File: src/rtl/axi_dma_read_master_if.sv
// AR, R and output-stream signal bundle for the DMA read master.
// master = DMA engine side, slave = memory model / stream sink side.
interface axi_dma_read_master_if #(
   parameter int ADDR_WIDTH = 32,
   parameter int DATA_WIDTH = 32,
   parameter int ID_WIDTH   = 4
);
   logic                  arvalid_o;
   logic [ID_WIDTH-1:0]   arid_o;
   logic [ADDR_WIDTH-1:0] araddr_o;
   logic [3:0]            arlen_o;
   logic [2:0]            arsize_o;
   logic [1:0]            arburst_o;
   logic                  arready_i;
   logic                  rvalid_i;
   logic [ID_WIDTH-1:0]   rid_i;
   logic [DATA_WIDTH-1:0] rdata_i;
   logic [1:0]            rresp_i;
   logic                  rlast_i;
   logic                  rready_o;
   logic                  dvalid_o;
   logic [DATA_WIDTH-1:0] ddata_o;
   logic                  dready_i;

   modport master (
      output arvalid_o, arid_o, araddr_o, arlen_o,
      output arsize_o, arburst_o,
      input  arready_i,
      input  rvalid_i, rid_i, rdata_i, rresp_i, rlast_i,
      output rready_o,
      output dvalid_o, ddata_o,
      input  dready_i
   );

   modport slave (
      input  arvalid_o, arid_o, araddr_o, arlen_o,
      input  arsize_o, arburst_o,
      output arready_i,
      output rvalid_i, rid_i, rdata_i, rresp_i, rlast_i,
      input  rready_o,
      input  dvalid_o, ddata_o,
      output dready_i
   );
endinterface

File: src/rtl/axi_dma_read_master.sv
// AXI read DMA: splits a byte range into 4KB-safe INCR bursts (<=16 beats),
// one burst outstanding, R beats passed straight through to a stream.
module axi_dma_read_master #(
   parameter int ADDR_WIDTH = 32,
   parameter int DATA_WIDTH = 32,
   parameter int ID_WIDTH   = 4,
   parameter logic [ID_WIDTH-1:0] ARID_VAL = '0
) (
   input  logic                  clk,
   input  logic                  rst,
   input  logic                  start_i,
   input  logic [ADDR_WIDTH-1:0] src_addr_i,
   input  logic [15:0]           byte_len_i,
   output logic                  busy_o,
   output logic                  done_o,
   output logic                  err_o,
   axi_dma_read_master_if.master bus
);
   localparam int BPB     = DATA_WIDTH / 8;
   localparam int LOG_BPB = $clog2(BPB);

   typedef enum logic [1:0] {S_IDLE, S_AR, S_RD, S_DONE} state_t;

   state_t                state, next;
   logic [ADDR_WIDTH-1:0] addr_q;
   logic [15:0]           left_q;
   logic [4:0]            cnt_q;
   logic [ADDR_WIDTH-1:0] araddr_q;
   logic [3:0]            arlen_q;
   logic                  err_q;

   logic [15:0]           req_beats;
   logic [ADDR_WIDTH-1:0] src_addr;
   logic [15:0]           src_left;
   logic [12:0]           room_bytes;
   logic [12:0]           room;
   logic [4:0]            blen;
   logic [4:0]            ar_beats;
   logic                  enter_ar;
   logic                  hs_ar;
   logic                  hs_r;
   logic                  beat_bad;

   assign req_beats = byte_len_i >> LOG_BPB;
   assign ar_beats  = {1'b0, arlen_q} + 5'd1;
   assign hs_ar     = (state == S_AR) && bus.arready_i;
   assign hs_r      = (state == S_RD) && bus.rvalid_i && bus.dready_i;
   assign beat_bad  = (bus.rresp_i != 2'b00)
                    || (bus.rid_i != ARID_VAL)
                    || (bus.rlast_i != (cnt_q == 5'd1));

   // Size of the next burst: remaining beats, 16, and distance to the 4KB page end.
   always_comb begin
      src_addr   = (state == S_IDLE) ? src_addr_i : addr_q;
      src_left   = (state == S_IDLE) ? req_beats : left_q;
      room_bytes = 13'd4096 - {1'b0, src_addr[11:0]};
      room       = room_bytes >> LOG_BPB;
      blen       = 5'd16;
      if (src_left < 16'd16) blen = src_left[4:0];
      if (room < 13'(blen)) blen = room[4:0];
   end

   // State register.
   always_ff @(posedge clk or posedge rst) begin
      if (rst) state <= S_IDLE;
      else     state <= next;
   end

   // Next-state logic and the handshake-facing outputs.
   always_comb begin
      next         = state;
      enter_ar     = 1'b0;
      busy_o       = (state != S_IDLE);
      done_o       = (state == S_DONE);
      bus.arvalid_o = (state == S_AR);
      bus.rready_o = (state == S_RD) && bus.dready_i;
      bus.dvalid_o = (state == S_RD) && bus.rvalid_i;
      bus.ddata_o  = (state == S_RD) ? bus.rdata_i : '0;
      unique case (state)
         S_IDLE: if (start_i) begin
            if (req_beats == 16'd0) begin
               next = S_DONE;
            end else begin
               next     = S_AR;
               enter_ar = 1'b1;
            end
         end
         S_AR: if (bus.arready_i) next = S_RD;
         S_RD: if (hs_r && cnt_q == 5'd1) begin
            if (left_q == 16'd0) begin
               next = S_DONE;
            end else begin
               next     = S_AR;
               enter_ar = 1'b1;
            end
         end
         S_DONE: next = S_IDLE;
      endcase
   end

   // Transfer bookkeeping: address, remaining beats, burst counter, error flag.
   always_ff @(posedge clk or posedge rst) begin
      if (rst) begin
         addr_q   <= '0;
         left_q   <= '0;
         cnt_q    <= '0;
         araddr_q <= '0;
         arlen_q  <= '0;
         err_q    <= 1'b0;
      end else begin
         if (state == S_IDLE && start_i) begin
            addr_q <= src_addr_i;
            left_q <= req_beats;
            err_q  <= 1'b0;
         end
         if (enter_ar) begin
            araddr_q <= src_addr;
            arlen_q  <= 4'(blen - 5'd1);
         end
         if (hs_ar) begin
            addr_q <= addr_q + (ADDR_WIDTH'(ar_beats) << LOG_BPB);
            left_q <= left_q - 16'(ar_beats);
            cnt_q  <= ar_beats;
         end
         if (hs_r) begin
            cnt_q <= cnt_q - 5'd1;
            if (beat_bad) err_q <= 1'b1;
         end
      end
   end

   assign err_o         = err_q;
   assign bus.araddr_o  = araddr_q;
   assign bus.arlen_o   = arlen_q;
   assign bus.arid_o    = ARID_VAL;
   assign bus.arsize_o  = 3'(LOG_BPB);
   assign bus.arburst_o = 2'b01;
endmodule

File: src/flat_wrapper.sv
// flat-port wrapper written by rule: the top's interface ports become plain ports
module axi_dma_read_master_flat 
#(
   parameter int ADDR_WIDTH = 32,
   parameter int DATA_WIDTH = 32,
   parameter int ID_WIDTH   = 4,
   parameter logic [ID_WIDTH-1:0] ARID_VAL = '0
)
  (clk, rst, start_i, src_addr_i, byte_len_i, busy_o, done_o, err_o, bus_arvalid_o, bus_arid_o, bus_araddr_o, bus_arlen_o, bus_arsize_o, bus_arburst_o, bus_arready_i, bus_rvalid_i, bus_rid_i, bus_rdata_i, bus_rresp_i, bus_rlast_i, bus_rready_o, bus_dvalid_o, bus_ddata_o, bus_dready_i);
  axi_dma_read_master_if #(.ADDR_WIDTH(ADDR_WIDTH), .DATA_WIDTH(DATA_WIDTH), .ID_WIDTH(ID_WIDTH)) bus_i ();
  input  logic clk;
  input  logic rst;
  input  logic start_i;
  input  logic [ADDR_WIDTH-1:0] src_addr_i;
  input  logic [15:0] byte_len_i;
  output logic busy_o;
  output logic done_o;
  output logic err_o;
  output wire logic [$bits(bus_i.arvalid_o)-1:0] bus_arvalid_o;
  output wire logic [$bits(bus_i.arid_o)-1:0] bus_arid_o;
  output wire logic [$bits(bus_i.araddr_o)-1:0] bus_araddr_o;
  output wire logic [$bits(bus_i.arlen_o)-1:0] bus_arlen_o;
  output wire logic [$bits(bus_i.arsize_o)-1:0] bus_arsize_o;
  output wire logic [$bits(bus_i.arburst_o)-1:0] bus_arburst_o;
  input wire logic [$bits(bus_i.arready_i)-1:0] bus_arready_i;
  input wire logic [$bits(bus_i.rvalid_i)-1:0] bus_rvalid_i;
  input wire logic [$bits(bus_i.rid_i)-1:0] bus_rid_i;
  input wire logic [$bits(bus_i.rdata_i)-1:0] bus_rdata_i;
  input wire logic [$bits(bus_i.rresp_i)-1:0] bus_rresp_i;
  input wire logic [$bits(bus_i.rlast_i)-1:0] bus_rlast_i;
  output wire logic [$bits(bus_i.rready_o)-1:0] bus_rready_o;
  output wire logic [$bits(bus_i.dvalid_o)-1:0] bus_dvalid_o;
  output wire logic [$bits(bus_i.ddata_o)-1:0] bus_ddata_o;
  input wire logic [$bits(bus_i.dready_i)-1:0] bus_dready_i;
  assign bus_arvalid_o = bus_i.arvalid_o;
  assign bus_arid_o = bus_i.arid_o;
  assign bus_araddr_o = bus_i.araddr_o;
  assign bus_arlen_o = bus_i.arlen_o;
  assign bus_arsize_o = bus_i.arsize_o;
  assign bus_arburst_o = bus_i.arburst_o;
  assign bus_i.arready_i = bus_arready_i;
  assign bus_i.rvalid_i = bus_rvalid_i;
  assign bus_i.rid_i = bus_rid_i;
  assign bus_i.rdata_i = bus_rdata_i;
  assign bus_i.rresp_i = bus_rresp_i;
  assign bus_i.rlast_i = bus_rlast_i;
  assign bus_rready_o = bus_i.rready_o;
  assign bus_dvalid_o = bus_i.dvalid_o;
  assign bus_ddata_o = bus_i.ddata_o;
  assign bus_i.dready_i = bus_dready_i;
  axi_dma_read_master #(.ADDR_WIDTH(ADDR_WIDTH), .DATA_WIDTH(DATA_WIDTH), .ID_WIDTH(ID_WIDTH), .ARID_VAL(ARID_VAL)) u_core (.clk(clk), .rst(rst), .start_i(start_i), .src_addr_i(src_addr_i), .byte_len_i(byte_len_i), .busy_o(busy_o), .done_o(done_o), .err_o(err_o), .bus(bus_i));
endmodule
File: config.mk
export PLATFORM = sky130hd
export DESIGN_NAME = axi_dma_read_master_flat
export DESIGN_NICKNAME = d
export VERILOG_FILES = /design/src/rtl/axi_dma_read_master_if.sv /design/src/rtl/axi_dma_read_master.sv /design/src/flat_wrapper.sv
export SDC_FILE = /design/constraint.sdc
export NUM_CORES = 1
export LEC_CHECK = 0
export ABC_CLOCK_PERIOD_IN_PS = 10550
export CORE_MARGIN = 5
export CORE_UTILIZATION = 53
export CTS_BUF_LIST = sky130_fd_sc_hd__clkbuf_4
export DETAILED_ROUTE_END_ITERATION = 10
export HOLD_SLACK_MARGIN = 0.1
export PLACE_DENSITY = 0.88
export SYNTH_ARGS = -nofsm -noshare
export SYNTH_HDL_FRONTEND = slang
export SYNTH_SLANG_ARGS = --single-unit
File: constraint.sdc
create_clock -name clk -period 10.55 [get_ports clk]
set_input_delay 2.11 -clock clk [delete_from_list [all_inputs] [get_ports clk]]
set_output_delay 2.11 -clock clk [all_outputs]
set_load 0.005 [all_outputs]
; After elaboration in Yosys (flattened, before gate mapping)
; Cells that the tools add are included.
[totals]
reg_bits = 92
out_inout_bits = 83
word_cells = 65
mem_count = 0
in_bits = 93
latchBits = 0
romBits = 0
mem_bits_rw = 0
[classes]
multipliers = 0
addsub = 6
div_mod_pow = 0
eq_ne = 8
bitwise_logic = 0
n_lt_le_gt_ge = 2
n_shift = 0
mux = 25
n_reduce_logical = 17
[op_table]
columns = cell, count
row1 = $mux W32, 4
row2 = $mux W16, 3
row3 = $add A32 B7 Y32, 1
row4 = $logic_not A16 Y1, 2
row5 = $lt A16 B5 Y1 const B, 1
row6 = $sub A16 B5 Y16, 1
row7 = $mux W5, 3
row8 = $sub A13 B12 Y13 const A, 1
row9 = $lt A11 B5 Y1, 1
row10 = $mux W2, 5
row11 = $pmux W2 S4, 1
row12 = $reduce_bool A2 Y1, 4
row13 = $mux W1, 7
row14 = $logic_and A1 B1 Y1, 6
row15 = $add A4 B1 Y5 const B, 1
row16 = $eq A5 B1 Y1 const B, 1
row17 = $sub A5 B1 Y5 const B, 1
row18 = $eq A2 B2 Y1 const B, 2
row19 = $mux W4, 1
row20 = $ne A2 B2 Y1 const B, 2
row21 = $reduce_bool A4 Y1, 1
row22 = $sub A4 B1 Y4 const B, 1
row23 = $reduce_and A3 Y1, 1
row24 = $eq A2 B1 Y1 const B, 1
row25 = other kinds (5), 6

; Depth between registers and ports, before layout
; Gate-level depths: netlist (run 1).
[depth]
depth_word = 7
ltp_mapped = 16
mapped_depth_nobuf = 15

; Least setup slack after synthesis (run 1)
; Ideal clock, no wire load.
[synth_timing]
kind = in2reg
start = input src_addr_i[3]
end = register u_core.arlen_q[2] (netlist: u_core.bus.arlen_o[2])
t_required_ps = 10420
path_slack_ps = 5634
cell_stages = 14
arrival_time_ps = 4787
path_buffers = 1
setup_ps = 130
cell_sequence = or4_1 -> clkbuf_1 -> xor2_1 -> mux2i_1 -> inv_1 -> ha_1 -> or2_2 -> a211oi_1 -> a211o_1 -> o211a_2 -> mux2i_1 -> ha_1 -> xnor2_1 -> o21ai_1
[synth_via]
elab_chain_len = 5
[synth_lines]
columns = element, line
row1 = from (decl), flat_wrapper.sv:14  ; input logic [ADDR_WIDTH-1:0] src_addr_i;
row2 = $mux W32 (*), axi_dma_read_master.sv:54  ; src_addr = (state == S_IDLE) ? src_addr_i : addr_q;
row3 = $sub A13 B12 Y13 (*), axi_dma_read_master.sv:56  ; room_bytes = 13'd4096 - {1'b0, src_addr[11:0]};
row4 = $lt A11 B5 Y1, axi_dma_read_master.sv:60  ; if (room < 13'(blen)) blen = room[4:0];
row5 = $mux W4 (*), axi_dma_read_master.sv:60
row6 = $sub A4 B1 Y4 (*), axi_dma_read_master.sv:118  ; arlen_q <= 4'(blen - 5'd1);
row7 = to (signal assigned), axi_dma_read_master.sv:118
row8 = to (decl), axi_dma_read_master.sv:29  ; logic [3:0] arlen_q;
; Every way passes the cells marked *; elsewhere a longest branch is shown, timed or not.
; A chain may end at the register's enable or synchronous reset.

; Final worst setup path (run 1)
[layout_timing]
start = input src_addr_i[1]
end = register u_core.arlen_q[2] (netlist: u_core.bus.arlen_o[2])
; The elaborated chain is that of the path after synthesis.

==> results of run 1 <==
-- synth_stat cells, drive strengths merged, types with 10 or more instances --
master,n,area [um2]
nand2,107,402
dfrtp,92,2300
o21ai,61,305
nor2,40,153
and2,37,231
mux2i,36,360
nand3,27,135
clkbuf,26,97.6
a21oi,24,120
inv,22,82.6
buf,18,108
ha,18,225
a221o,16,160
o211ai,12,90.1
a22oi,11,82.6
nand4,10,62.6
-- metrics by stage --
step	instances	cell area, um2
after detailed placement	957	7620
after global placement	957	7620
after floorplan	692	5950
after CTS	973	7740
after global routing	973	7740
final	973	7740
-- power by group --
group | internal (mW) | switching (mW) | total, mW
sequential | 0.508 | 0.176 | 0.684
combinational | 0.556 | 0.614 | 1.17
clock | 0.0526 | 0.132 | 0.184
total | 1.12 | 0.921 | 2.04
-- cells by family (layout without fill, tap and decap cells) --
kind of cell / after synthesis / after routing
multiplexers: 40 / 40
XOR/XNOR: 17 / 17
other: 2 / 9
AO/OA/AOI/OAI: 172 / 172
flip-flops: 92 / 92
buffers and inverters: 66 / 207
adder cells (fa/ha/maj): 20 / 20
AND/OR/NAND/NOR: 276 / 276
-- worst reg2reg max path, cell delays in order, from the launching register on --
cell	delay [ns]
dfrtp_1	0.65
nor2_4	0.07
inv_1	0.48
a21oi_1	0.24
or3_2	0.49
nand3_1	0.08
o21ai_0	0.13
ha_1	0.36
a21oi_1	0.16
o2111a_1	0.20
o211a_2	0.25
mux2i_1	0.30
ha_1	0.21
xnor2_1	0.14
o21ai_1	0.08
-- sequential cells by signal (all words and copies together) (netlist names) --
name                 flops
u_core.err_o             1
u_core.addr_q           32
u_core.bus.araddr_o     32
u_core.cnt_q             5
u_core.left_q           16
u_core.state             2
u_core.bus.arlen_o       4
-- final timing paths --
| path | start | end | cells past startpoint |
|---|---|---|---|
| setup / recovery | src_addr_i[1] | u_core.bus.arlen_o[2] | 14 |
| hold / removal | u_core.bus.araddr_o[1] | u_core.bus.araddr_o[1] | 2 |
| setup reg to reg | u_core.state[1] | u_core.bus.arlen_o[2] | 14 |
| hold reg to reg | u_core.bus.araddr_o[1] | u_core.bus.araddr_o[1] | 2 |
| max in group asynchronous | rst | u_core.addr_q[20] | 3 |
| min in group asynchronous | rst | u_core.bus.araddr_o[2] | 2 |
-- final cells by class --
| type | instances | area share, % |
|---|---|---|
| inverter | 22 | 1.08 |
| multi-input combinational | 534 | 43.7 |
| sequential | 92 | 29.7 |
| clock inverter | 6 | 0.614 |
| timing repair buffer | 169 | 21.7 |
| tap | 140 | 2.26 |
| clock buffer | 10 | 0.969 |
-- layer usage --
| layer | wire, um | share of wire (%) |
|---|---|---|
| met1 | 7010 | 40 |
| met2 | 8720 | 50 |
| met3 | 1360 | 7.8 |
| met4 | 372 | 2.1 |
| met5 | 0 | 0 |
==> results_dict.tcl, run 1 <==
set metrics [dict create \
    path_clk_slew_ns 0.14 \
    power_leakage_nw 3.28 \
    synth_edf_count 0 \
    ys.flop_type "dfrtp_1" \
    ys_seq_area_share_pct 38.9 \
    syn_area_um2 5920 \
    die_h_um 116 \
    max-slew-margin-rel_pct 15.2 \
    cts_setup_buffers 0 \
    cts_sinks 92 \
    outcome "completed" \
    max_freq_mhz 186 \
    drv_cap 0 \
    clk_latency_ns 0.48 \
    final_core_util_pct 71.1 \
    initial_core_util_pct 54.4 \
    whs_ns 0.491 \
    crit_arrival_ns 5.70 \
    synth-simple-area-share_pct 23.1 \
    grt_max_degree 65 \
    setup_ws_ns 5.18 \
    die_x_um 116 \
    synth.avg_cell_area_um2 8.64 \
    finalClockSkew_ns 0.0343 \
    ios 176 \
    port_buffers 164 \
    postRouteAntennaNets 0 \
    multi_input_area_um2 3380 \
    startpoint_type "primary input" \
    antenna_found_initial 0 \
    yosys.area_share.xor_xnor_pct 2.52 \
    regArea_um2 2300 \
    period_share_pct 50.9 \
    worst_pin_slew_ns 1.27 \
    dieArea_um2 13400 \
    slowest_delay_ns 0.65 \
    dp_slack_ns 4.79 \
    cts-hold-fix-buffers 0 \
    initialDrtViolationCount 513 \
    grt_pass1_wl_mm 28.4 \
    grt_use_met2_pct 43.9 \
    nFillCells 834 \
    setup_viol 0 \
    muxShareOfSynthArea_pct 6.85 \
    drc 0 \
    routed_via_density 6.02 \
    period_minus_slack_ns 5.37 \
    numCtsBuffers 9 \
    async_flop_share_pct 100 \
    core_region_area_um2 10900 \
    synth_cell_type_count 60 \
    grt_use_total_pct 26.3 \
    path_cells "clkdlybuf4s50_1 > or4_1 > xor2_1 > mux2i_1 > inv_1 > ha_1 > or2_2 > a211oi_1 > a211o_1 > o211a_2 > mux2i_1 > ha_1 > xnor2_1 > o21ai_1" \
    dr.pass1.iters 5 \
    grt-ovfl-total 0 \
    cp_top_family "simple AND/OR/NAND/NOR gates" \
    finalPower_mw 2.04 \
    drive_gt1_share_pct 4.80 \
    p_per_area_nw_per_um2 263 \
    synth_compound_area_share_pct 19.1 \
    synth_fa_ha_area_share_pct 4.48 \
    gp_congestion 0.937 \
    rrSetupSlack_ns 6.60 \
    criticalPathCategory "primary input to flip-flop" \
    cts_tree "yes" \
    cts_max_path_buffers 2 \
    hpwlAfterDp_mm 12.8 \
    rsz0062_at_grt "false" \
    use_met3_pct 4.18 \
    use_met1_pct 34.8 \
    ir_worst_vdd_mv 0.143 \
    area_growth_pct 30.8 \
    yosysWarnings 0 \
    h-tree-depth 3 \
    synth_seq_cells 92 \
    diodes 0 \
    grt_pass1_vias 5800 \
    totalWireLength_mm 17.5 \
    synth_top_family_by_area "simple AND/OR/NAND/NOR gates" \
    crit_path_top_delay_cell "or4_1" \
    hold_viol 0 \
    final_common_cell "clkdlybuf4s50_1" \
    cp-end-kind "flip-flop" \
    synth_cells 685 \
    final_cell_mix "clkdlybuf4s50_1, nand2_1, dfrtp_1, o21ai_0" \
    path_buf_inv 2 \
    cp_max_fo 6 \
    slew_violations 0 \
    rows 38 \
    tns_ns 0 \
    clockRootBuffer "clkbuf_4" \
    nets 941 \
    busiest_layer "met2" \
    wl_per_cell_um 17.9 \
    cp.required_ns 10.89 \
    vias 5856 \
    holdCritPathClass "flip-flop to flip-flop" \
    cts_resized 0 \
]
Note: power is estimated with default switching activity, not from simulation.
==> run 2: changes to the inputs <==
--- a/config.mk
+++ b/config.mk
@@ -5,13 +5,13 @@
 export SDC_FILE = /design/constraint.sdc
 export NUM_CORES = 1
 export LEC_CHECK = 0
-export ABC_CLOCK_PERIOD_IN_PS = 10550
+export ABC_CLOCK_PERIOD_IN_PS = 5400
 export CORE_MARGIN = 5
-export CORE_UTILIZATION = 53
+export CORE_UTILIZATION = 49
 export CTS_BUF_LIST = sky130_fd_sc_hd__clkbuf_4
 export DETAILED_ROUTE_END_ITERATION = 10
 export HOLD_SLACK_MARGIN = 0.1
-export PLACE_DENSITY = 0.88
+export PLACE_DENSITY = 0.83
 export SYNTH_ARGS = -nofsm -noshare
 export SYNTH_HDL_FRONTEND = slang
 export SYNTH_SLANG_ARGS = --single-unit
==> constraint.sdc (replaced) <==
create_clock -name clk -period 5.4 [get_ports clk]
set_input_delay 1.08 -clock clk [delete_from_list [all_inputs] [get_ports clk]]
set_output_delay 1.08 -clock clk [all_outputs]
set_load 0.005 [all_outputs]
==> run 2 against run 1 <==
- hold slack better by 0.0041 ns
- non-clock buffer count rose by 1
- sequential power rose by 94%
- critical path type unchanged
- critical endpoint unchanged
- highest routed layer unchanged
==> results_dict.tcl, run 2 (synthesis gave the netlist of run 1 again) <==
set metrics [dict create \
    use_met1_pct 31.5 \
    worst_pin_slew_ns 1.02 \
    final_common_cell "clkdlybuf4s50_1" \
    startpoint_type "primary input" \
    hpwlAfterDp_mm 12.5 \
    postRouteAntennaNets 0 \
    dr.pass1.iters 5 \
    period_share_pct 79.7 \
    whs_ns 0.495 \
    vias 5694 \
    cp_max_fo 6 \
    crit_path_top_delay_cell "or4_1" \
    max_freq_mhz 232 \
    cp.required_ns 5.73 \
    setup_viol 0 \
    totalWireLength_mm 17.1 \
    cts_max_path_buffers 2 \
    combinationalPowerShare_pct 56.9 \
    nets 942 \
    slew_violations 0 \
    tns_ns 0 \
    core_region_area_um2 11900 \
    criticalPathCategory "primary input to flip-flop" \
    drc 0 \
    grt_use_met2_pct 39.1 \
    regToRegStartpoint "u_core.state[1]" \
    cts_resized 0 \
    grt_max_degree 65 \
    grt_pass1_wl_mm 27.8 \
    worstHoldStart "u_core.bus.araddr_o[4]" \
    outcome "completed" \
    grt_use_total_pct 23.5 \
    use_met3_pct 3.25 \
    dieArea_um2 14400 \
    p_per_area_nw_per_um2 512 \
    cts_tree "yes" \
    gp_congestion 0.898 \
    h-tree-depth 3 \
    ios 176 \
    drive_gt1_share_pct 4.56 \
    sequentialPowerShare_pct 33.4 \
    slowest_delay_ns 0.69 \
    numCtsBuffers 9 \
    finalNonFillerCells 981 \
    clockRootBuffer "clkbuf_4" \
    nFillCells 1008 \
    pwr-share-clk_pct 9.7 \
    wl_per_cell_um 17.4 \
    period_minus_slack_ns 4.30 \
    clk_latency_ns 0.45 \
    holdCritPathClass "flip-flop to flip-flop" \
    power_leakage_nw 3.30 \
    port_buffers 164 \
    grt-ovfl-total 0 \
    ir_worst_vdd_mv 0.232 \
    die_x_um 120 \
    rsz0062_at_grt "false" \
    hold_viol 0 \
    p_int_mw 2.22 \
    final_core_util_pct 65.2 \
    p_switching_mw 1.76 \
    initialDrtViolationCount 460 \
    grt_pass1_vias 5610 \
    finalClockSkew_ns 0.0157 \
    path_clk_slew_ns 0.14 \
    cts_setup_buffers 0 \
    routed_via_density 5.80 \
    diodes 0 \
    area_growth_pct 31.2 \
    path_buf_inv 2 \
    finalPower_mw 3.98 \
    cp-end-kind "flip-flop" \
    cp_top_family "simple AND/OR/NAND/NOR gates" \
    initial_core_util_pct 49.7 \
    die_h_um 120 \
    final_cell_mix "clkdlybuf4s50_1, nand2_1, dfrtp_1, o21ai_0" \
    dp_cells 965 \
    cts_sinks 92 \
    crit_path_start "src_addr_i[3]" \
    swShare_pct 44.2 \
    rows 40 \
    crit_arrival_ns 4.63 \
    cts-hold-fix-buffers 0 \
    busiest_layer "met2" \
    antenna_found_initial 0 \
    max-slew-margin-rel_pct 31.7 \
    drv_cap 0 \
    path_cells "clkdlybuf4s50_1 > or4_1 > xor2_1 > mux2i_1 > inv_1 > ha_1 > or2_2 > a211oi_1 > a211o_1 > o211a_2 > mux2i_1 > ha_1 > xnor2_1 > o21ai_1" \
]
[run 2: cell types whose count changed in the layout (fill, tap and decap cells not counted)]
| cell | change |
|---|---|
| clkinv_4 | +1 |
| inv_6 | -2 |
| clkinv_1 | +3 |
| clkinvlp_4 | -4 |
| bufinv_16 | +1 |
| clkinv_2 | +1 |
| buf_4 | +1 |
[run 2: metal layers]
metal,part of all wire [%],vias to the layer above,wire length (um)
met5,0,-,0
met4,1.9,0,324
met3,5.4,23,925
met2,49,196,8410
met1,43,2733,7420
li1,-,2742,-
[run 2: stage by stage]
step / area, um2 / setup WS, ns
4_1_cts: 7770 / 1.12
6_report: 7770 / 1.10
5_1_grt: 7770 / 0.951
3_3_place_gp: 7640 / 0.736
3_5_place_dp: 7640 / 0.642
2_1_floorplan: 5950 / 1.51
[run 2: tightest hold or removal path, delay by kind of cell, from the launching register on]
family / cells / cell delay [ns]
AO/OA/AOI/OAI: 1 / 0.06
flip-flops: 1 / 0.37
AND/OR/NAND/NOR: 1 / 0.04
[run 2: power by group through the flow]
stage / sequential [mW] / combinational [mW] / clock, mW
2_1_floorplan: 1.25 / 1.48 / 0
3_3_place_gp: 1.31 / 2.17 / 0
3_5_place_dp: 1.33 / 2.26 / 0
4_1_cts: 1.32 / 2.27 / 0.388
5_1_grt: 1.38 / 2.51 / 0.411
6_report: 1.33 / 2.26 / 0.386
[run 2: final timing paths]
check | to | slack (ns) | cells past startpoint
hold / removal | u_core.bus.araddr_o[4] | 0.50 | 2
setup reg to reg | u_core.bus.arlen_o[2] | 1.60 | 13
hold reg to reg | u_core.bus.araddr_o[4] | 0.50 | 2
min in group asynchronous | u_core.bus.araddr_o[24] | 1.09 | 2
max in group asynchronous | u_core.left_q[3] | 3.25 | 3
setup / recovery | u_core.bus.arlen_o[2] | 1.10 | 14
[run 2: final cells by class]
cell class | count | area [um2] | area share, %
multi-input cells | 534 | 3380 | 43.5
clock inverters | 6 | 55.1 | 0.709
well taps | 147 | 184 | 2.37
inverters | 22 | 83.8 | 1.08
repair buffers | 170 | 1690 | 21.7
flip-flops and latches | 92 | 2300 | 29.6
clock buffers | 10 | 75.1 | 0.966
==> RTL edit 1, RTL diff (config.mk and constraints of run 2) <==
`ID_WIDTH` is set to 4 in 3 places; all go to 6.
--- a/src/rtl/axi_dma_read_master_if.sv
+++ b/src/rtl/axi_dma_read_master_if.sv
@@ -5,3 +5,3 @@
    parameter int DATA_WIDTH = 32,
-   parameter int ID_WIDTH   = 4
+   parameter int ID_WIDTH   = 6
 );
--- a/src/rtl/axi_dma_read_master.sv
+++ b/src/rtl/axi_dma_read_master.sv
@@ -5,3 +5,3 @@
    parameter int DATA_WIDTH = 32,
-   parameter int ID_WIDTH   = 4,
+   parameter int ID_WIDTH   = 6,
    parameter logic [ID_WIDTH-1:0] ARID_VAL = '0
--- a/src/flat_wrapper.sv
+++ b/src/flat_wrapper.sv
@@ -5,3 +5,3 @@
    parameter int DATA_WIDTH = 32,
-   parameter int ID_WIDTH   = 4,
+   parameter int ID_WIDTH   = 6,
    parameter logic [ID_WIDTH-1:0] ARID_VAL = '0
Ports: changed (resized bus_arid_o and bus_rid_i); port bits go from 176 to 180. No check against the original RTL was run, so the function may have changed too.
==> RTL edit 1 against run 2 <==
Design area is 0.45% higher; total power is 10% higher; wire length is 3.2% higher; worst setup slack worse by 0.027 ns; highest routed layer unchanged; synthesized area is 0.19% higher; utilization hardly changed; sequential cell count stayed put; via count is 5.6% higher.
==> RTL edit 1: results (changes against run 2) <==
metric	value	unit	change
Hold Crit Class	flip-flop to flip-flop		
Syn. warnings	0		unchanged
r2r startpoint	u_core.state[1]		
CTS buffer count	9		unchanged
GRT Total Usage	0.2409		+0.005510
worst reg2reg path depth	14		+1
Worst setup SP type	flip-flop		
initial antenna violation count	0		unchanged
Post-CTS Setup Bufs	0		unchanged
ys async rst share	1.000		unchanged
routed length per instance	17.25	um	-0.86%
DP Area	0.007632	mm^2	about the same
hold-fix buffers at CTS	0		unchanged
nets@finish	984		+4.5%
Leak	3.207	nW	-2.9%
First DRT Iteration DRCs	622		+35%
Critical Path Fanout Max	40		+34
hpwl dp	12470	um	about the same
# diodes	0		unchanged
Setup WS pre-CTS	0.7681	ns	+0.1259 ns
first-pass GRT wire length	28390	um	+2.0%
Crit-path slowest cell	nor4_1		
max incr delay on CP	0.58	ns	-0.11 ns
synth cell count leaders	126 x nand2_1, 92 x dfrtp_1, 64 x nor2_1		
post-cts sizing count	0		unchanged
Largest delay share family, worst path	buffers and inverters		
via-per-instance ratio	5.887		+1.4%
CTS Buffer Depth	2		unchanged
Seq/Total Area, Yosys	0.3882		-0.0007385
Peak VDD IR	326.1	uV	+41%
Clk Latency, worst-skew pair	0.47	ns	+0.02 ns
Netlist cell types	54		-10%
Hold Startpoint	u_core.left_q[15]		
Worst slew margin	0.2390		-0.07752
largest net degree at the start of global routing	68		+4.6%
clk root buf	clkbuf_4		
most area-consuming cells after synthesis	dfrtp_1 39%, nand2_1 8.0%, a31oi_1 4.4%, and2_1 4.1%, nor2_1 4.1%		
Hold Path Depth	1		-1
drt pass-1 iters	5		unchanged
vias in the first global route	5640		+0.53%
status	completed		
H-tree depth	3		unchanged
port bufs	166		+1.2%
Worst Clk Skew	0.02586	ns	+0.01016 ns
crit path DAT	4.66	ns	+0.03 ns
Worst-path clk slew	0.16	ns	+0.02 ns
GP Congestion	0.8582		-4.4%
share of layout cells above drive strength 1	0.04691		+0.001347
-- RTL edit 1: per-layer routing --
metal,vias to the layer above,global-route usage,share of wire
li1,2885,-,-
met1,2857,0.3443,0.45
met2,247,0.3762,0.47
met3,22,0.04006,0.066
met4,0,0.07158,0.015
met5,-,0,0
-- RTL edit 1: per-stage QoR --
stage / hold slack, ns / instances / total power [mW]
2_1_floorplan: 0.4633 / 738 / 2.960
3_3_place_gp: 0.4941 / 1005 / 3.820
3_5_place_dp: 0.5081 / 1005 / 3.894
4_1_cts: 0.5372 / 1021 / 4.358
5_1_grt: 0.5616 / 1021 / 4.751
6_report: 0.5363 / 1021 / 4.377
-- RTL edit 1: area by class of cell --
cell class	instances	area, um^2
inverter	24	91.34
clock inverter	6	96.34
timing repair buffer	174	1722
multi-input combinational	568	3333
fill	1028	4158
tap	147	183.9
sequential	92	2302
clock buffer	10	75.07
-- RTL edit 1: worst register-to-register path: cells and delay by family, from the launching register on --
family          cells  cell delay (ns)
mux                 1             0.38
flops               1             0.56
compound gates      5             0.79
buf+inv             3             1.05
xor+xnor            1             0.15
fa+ha+maj           2             0.53
simple gates        2             0.73
-- RTL edit 1: cell families after synthesis --
logic type / synth area share
and+or+nand+nor: 0.2713
adders and majority gates: 0.04473
DFF: 0.3882
AOI/OAI and AO/OA: 0.2011
xor gates and xnor gates: 0.02363
muxes: 0.01245
other: 0.001266
buffers and inverters: 0.05738
-- RTL edit 1: path summary, 6_finish.rpt --
kind / endpoint / slack, ns
setup / recovery: u_core.bus.arlen_o[2] / 1.07
hold / removal: u_core.left_q[15] / 0.54
setup reg to reg: u_core.bus.arlen_o[2] / 1.07
hold reg to reg: u_core.left_q[15] / 0.54
max in group asynchronous: u_core.bus.araddr_o[27] / 3.26
min in group asynchronous: u_core.bus.araddr_o[15] / 1.11
-- RTL edit 1: power by group --
| part | switching [mW] | internal, mW | leakage (nW) |
|---|---|---|---|
| logic | 1.36 | 1.16 | 2.03 |
| clock network | 0.264 | 0.199 | 0.0891 |
| registers | 0.367 | 1.03 | 1.09 |
==> RTL edit 2, RTL diff (flow settings as in run 2) <==
Made on the original files. Encoding of `state_t`: now Gray code (2 bits for 4 states).
--- a/src/rtl/axi_dma_read_master.sv
+++ b/src/rtl/axi_dma_read_master.sv
@@ -21,3 +21,3 @@
 
-   typedef enum logic [1:0] {S_IDLE, S_AR, S_RD, S_DONE} state_t;
+   typedef enum logic [1:0] {S_IDLE = 2'b00, S_AR = 2'b01, S_RD = 2'b11, S_DONE = 2'b10} state_t;
 
Check against the original RTL: same outputs for any inputs over 4 cycles, from zero or initial values and one cycle with rst high; so few cycles prove little.
==> RTL edit 2 against run 2 <==
Combinational power is 15% higher; highest routed layer unchanged; sequential cell count stayed put; design area is 2.4% higher; synthesized area is 3.2% higher; synthesized cell count is 1.0% higher; global-route usage is 0.20 points higher; worst setup slack worse by 0.45 ns; wire length is 1.7% higher; final cell count is 2.8% higher; first-iteration DRC count is 20% lower; total power is 8.6% higher; utilization is 0.48 points higher.
==> RTL edit 2: results (changes against run 2) <==
metric	value	unit	change
NonClk Buf Share	0.2145		-0.002639
DR WL met3	1062	um	+15%
status	completed		
placed instance count	992		+2.8%
Sequential Power Share	0.314		-0.020
met1 GRT Util	0.2856		-0.02914
DR WL met2	8801	um	+4.7%
Hold Startpoint	u_core.err_o		
met3 Usage GRT	0.06453		+0.03201
Clk pwr share	0.083		-0.014
Fill cells	1044		+3.6%
Syn. warnings	0		unchanged
r2r startpoint	u_core.state[0]		
sequential cell area share	0.2893		-0.007036
ClkCell Share	0.01509		-0.001656
Crit-path slowest cell	ha_1		
Setup WS pre-CTS	0.3244	ns	-0.3178 ns
vias in the first global route	5952		+6.1%
Critical Path Fanout Max	10		+4
count of plain and timing-repair buffers in the layout	171		+0.59%
Worst Clk Skew	0.01700	ns	+0.001296 ns
Peak VDD IR	303.0	uV	+31%
max incr delay on CP	0.52	ns	-0.17 ns
comb_multi_in	534		unchanged
first-pass GRT wire length	28660	um	+2.9%
nets@finish	953		+1.2%
GP Congestion	0.8814		-1.8%
pwr/cell area	543.1	mW/mm^2	+6.1%
register area	0.002302	mm^2	unchanged
largest net degree at the start of global routing	53		-18%
met1 wire length	7225	um	-2.6%
FF+latch count	92		unchanged
synth cell count leaders	92 x dfrtp_1, 71 x nor2_1, 66 x nand2_1		
Netlist cell types	75		+25%
post-cts sizing count	0		unchanged
hold_ws	0.5176	ns	+0.02216 ns
DP Area	0.007838	mm^2	+2.6%
Seq/Total Area, Yosys	0.3768		-0.01211
Worst-Margin Slew	0.9568	ns	-0.06732 ns
top sig layer	met4		
Synth Area per Inst	8.829	um^2	+2.2%
met2 Usage GRT	0.4197		+0.02840
Non-CTS inverters	27		+23%
crit path DAT	5.16	ns	+0.53 ns
hpwl dp	13140	um	+5.3%
Hold Path Sink	u_core.err_o		
via count	5684		-0.18%
share of layout cells above drive strength 1	0.06310		+0.01753
Hold Crit Class	flip-flop to flip-flop		
sw frac	0.4507		+0.009181
GRT Total Usage	0.2374		+0.001985
Largest delay share family, worst path	compound AO/OA/AOI/OAI gates		
First DRT Iteration DRCs	370		-20%
routed length per instance	17.23	um	-1.0%
most area-consuming cells after synthesis	dfrtp_1 38%, mux2i_1 7.0%, a21oi_1 5.0%, ha_1 4.7%, nor2_1 4.4%		
layout clock buffer count	11		+1
worst reg2reg path depth	16		+3
area of the multi-input gates	0.003516	mm^2	+4.0%
WL final	17370	um	+1.7%
Leak	3.257	nW	-1.4%
-- RTL edit 2: cell families (layout without fill, tap and decap cells) --
group / Yosys count / after routing / synth area share
buffers and inverters: 73 / 214 / 0.05468
DFF: 92 / 92 / 0.3768
muxes: 49 / 49 / 0.08253
and+or+nand+nor: 265 / 265 / 0.2208
xor gates and xnor gates: 15 / 15 / 0.02150
adders and majority gates: 25 / 25 / 0.05366
AOI/OAI and AO/OA: 171 / 171 / 0.1888
other: 2 / 9 / 0.001229
-- RTL edit 2: how the worst max path moves through the flow --
stage | slack [ns] | from | to
floorplan | 1.12 | src_addr_i[1] | u_core.bus.arlen_o[2]
global placement | 0.47 | src_addr_i[1] | u_core.bus.arlen_o[2]
detailed placement | 0.32 | src_addr_i[1] | u_core.bus.arlen_o[2]
CTS | 0.67 | u_core.state[0] | u_core.bus.arlen_o[2]
global route | 0.33 | u_core.state[0] | u_core.bus.arlen_o[2]
finish | 0.65 | u_core.state[0] | u_core.bus.arlen_o[2]
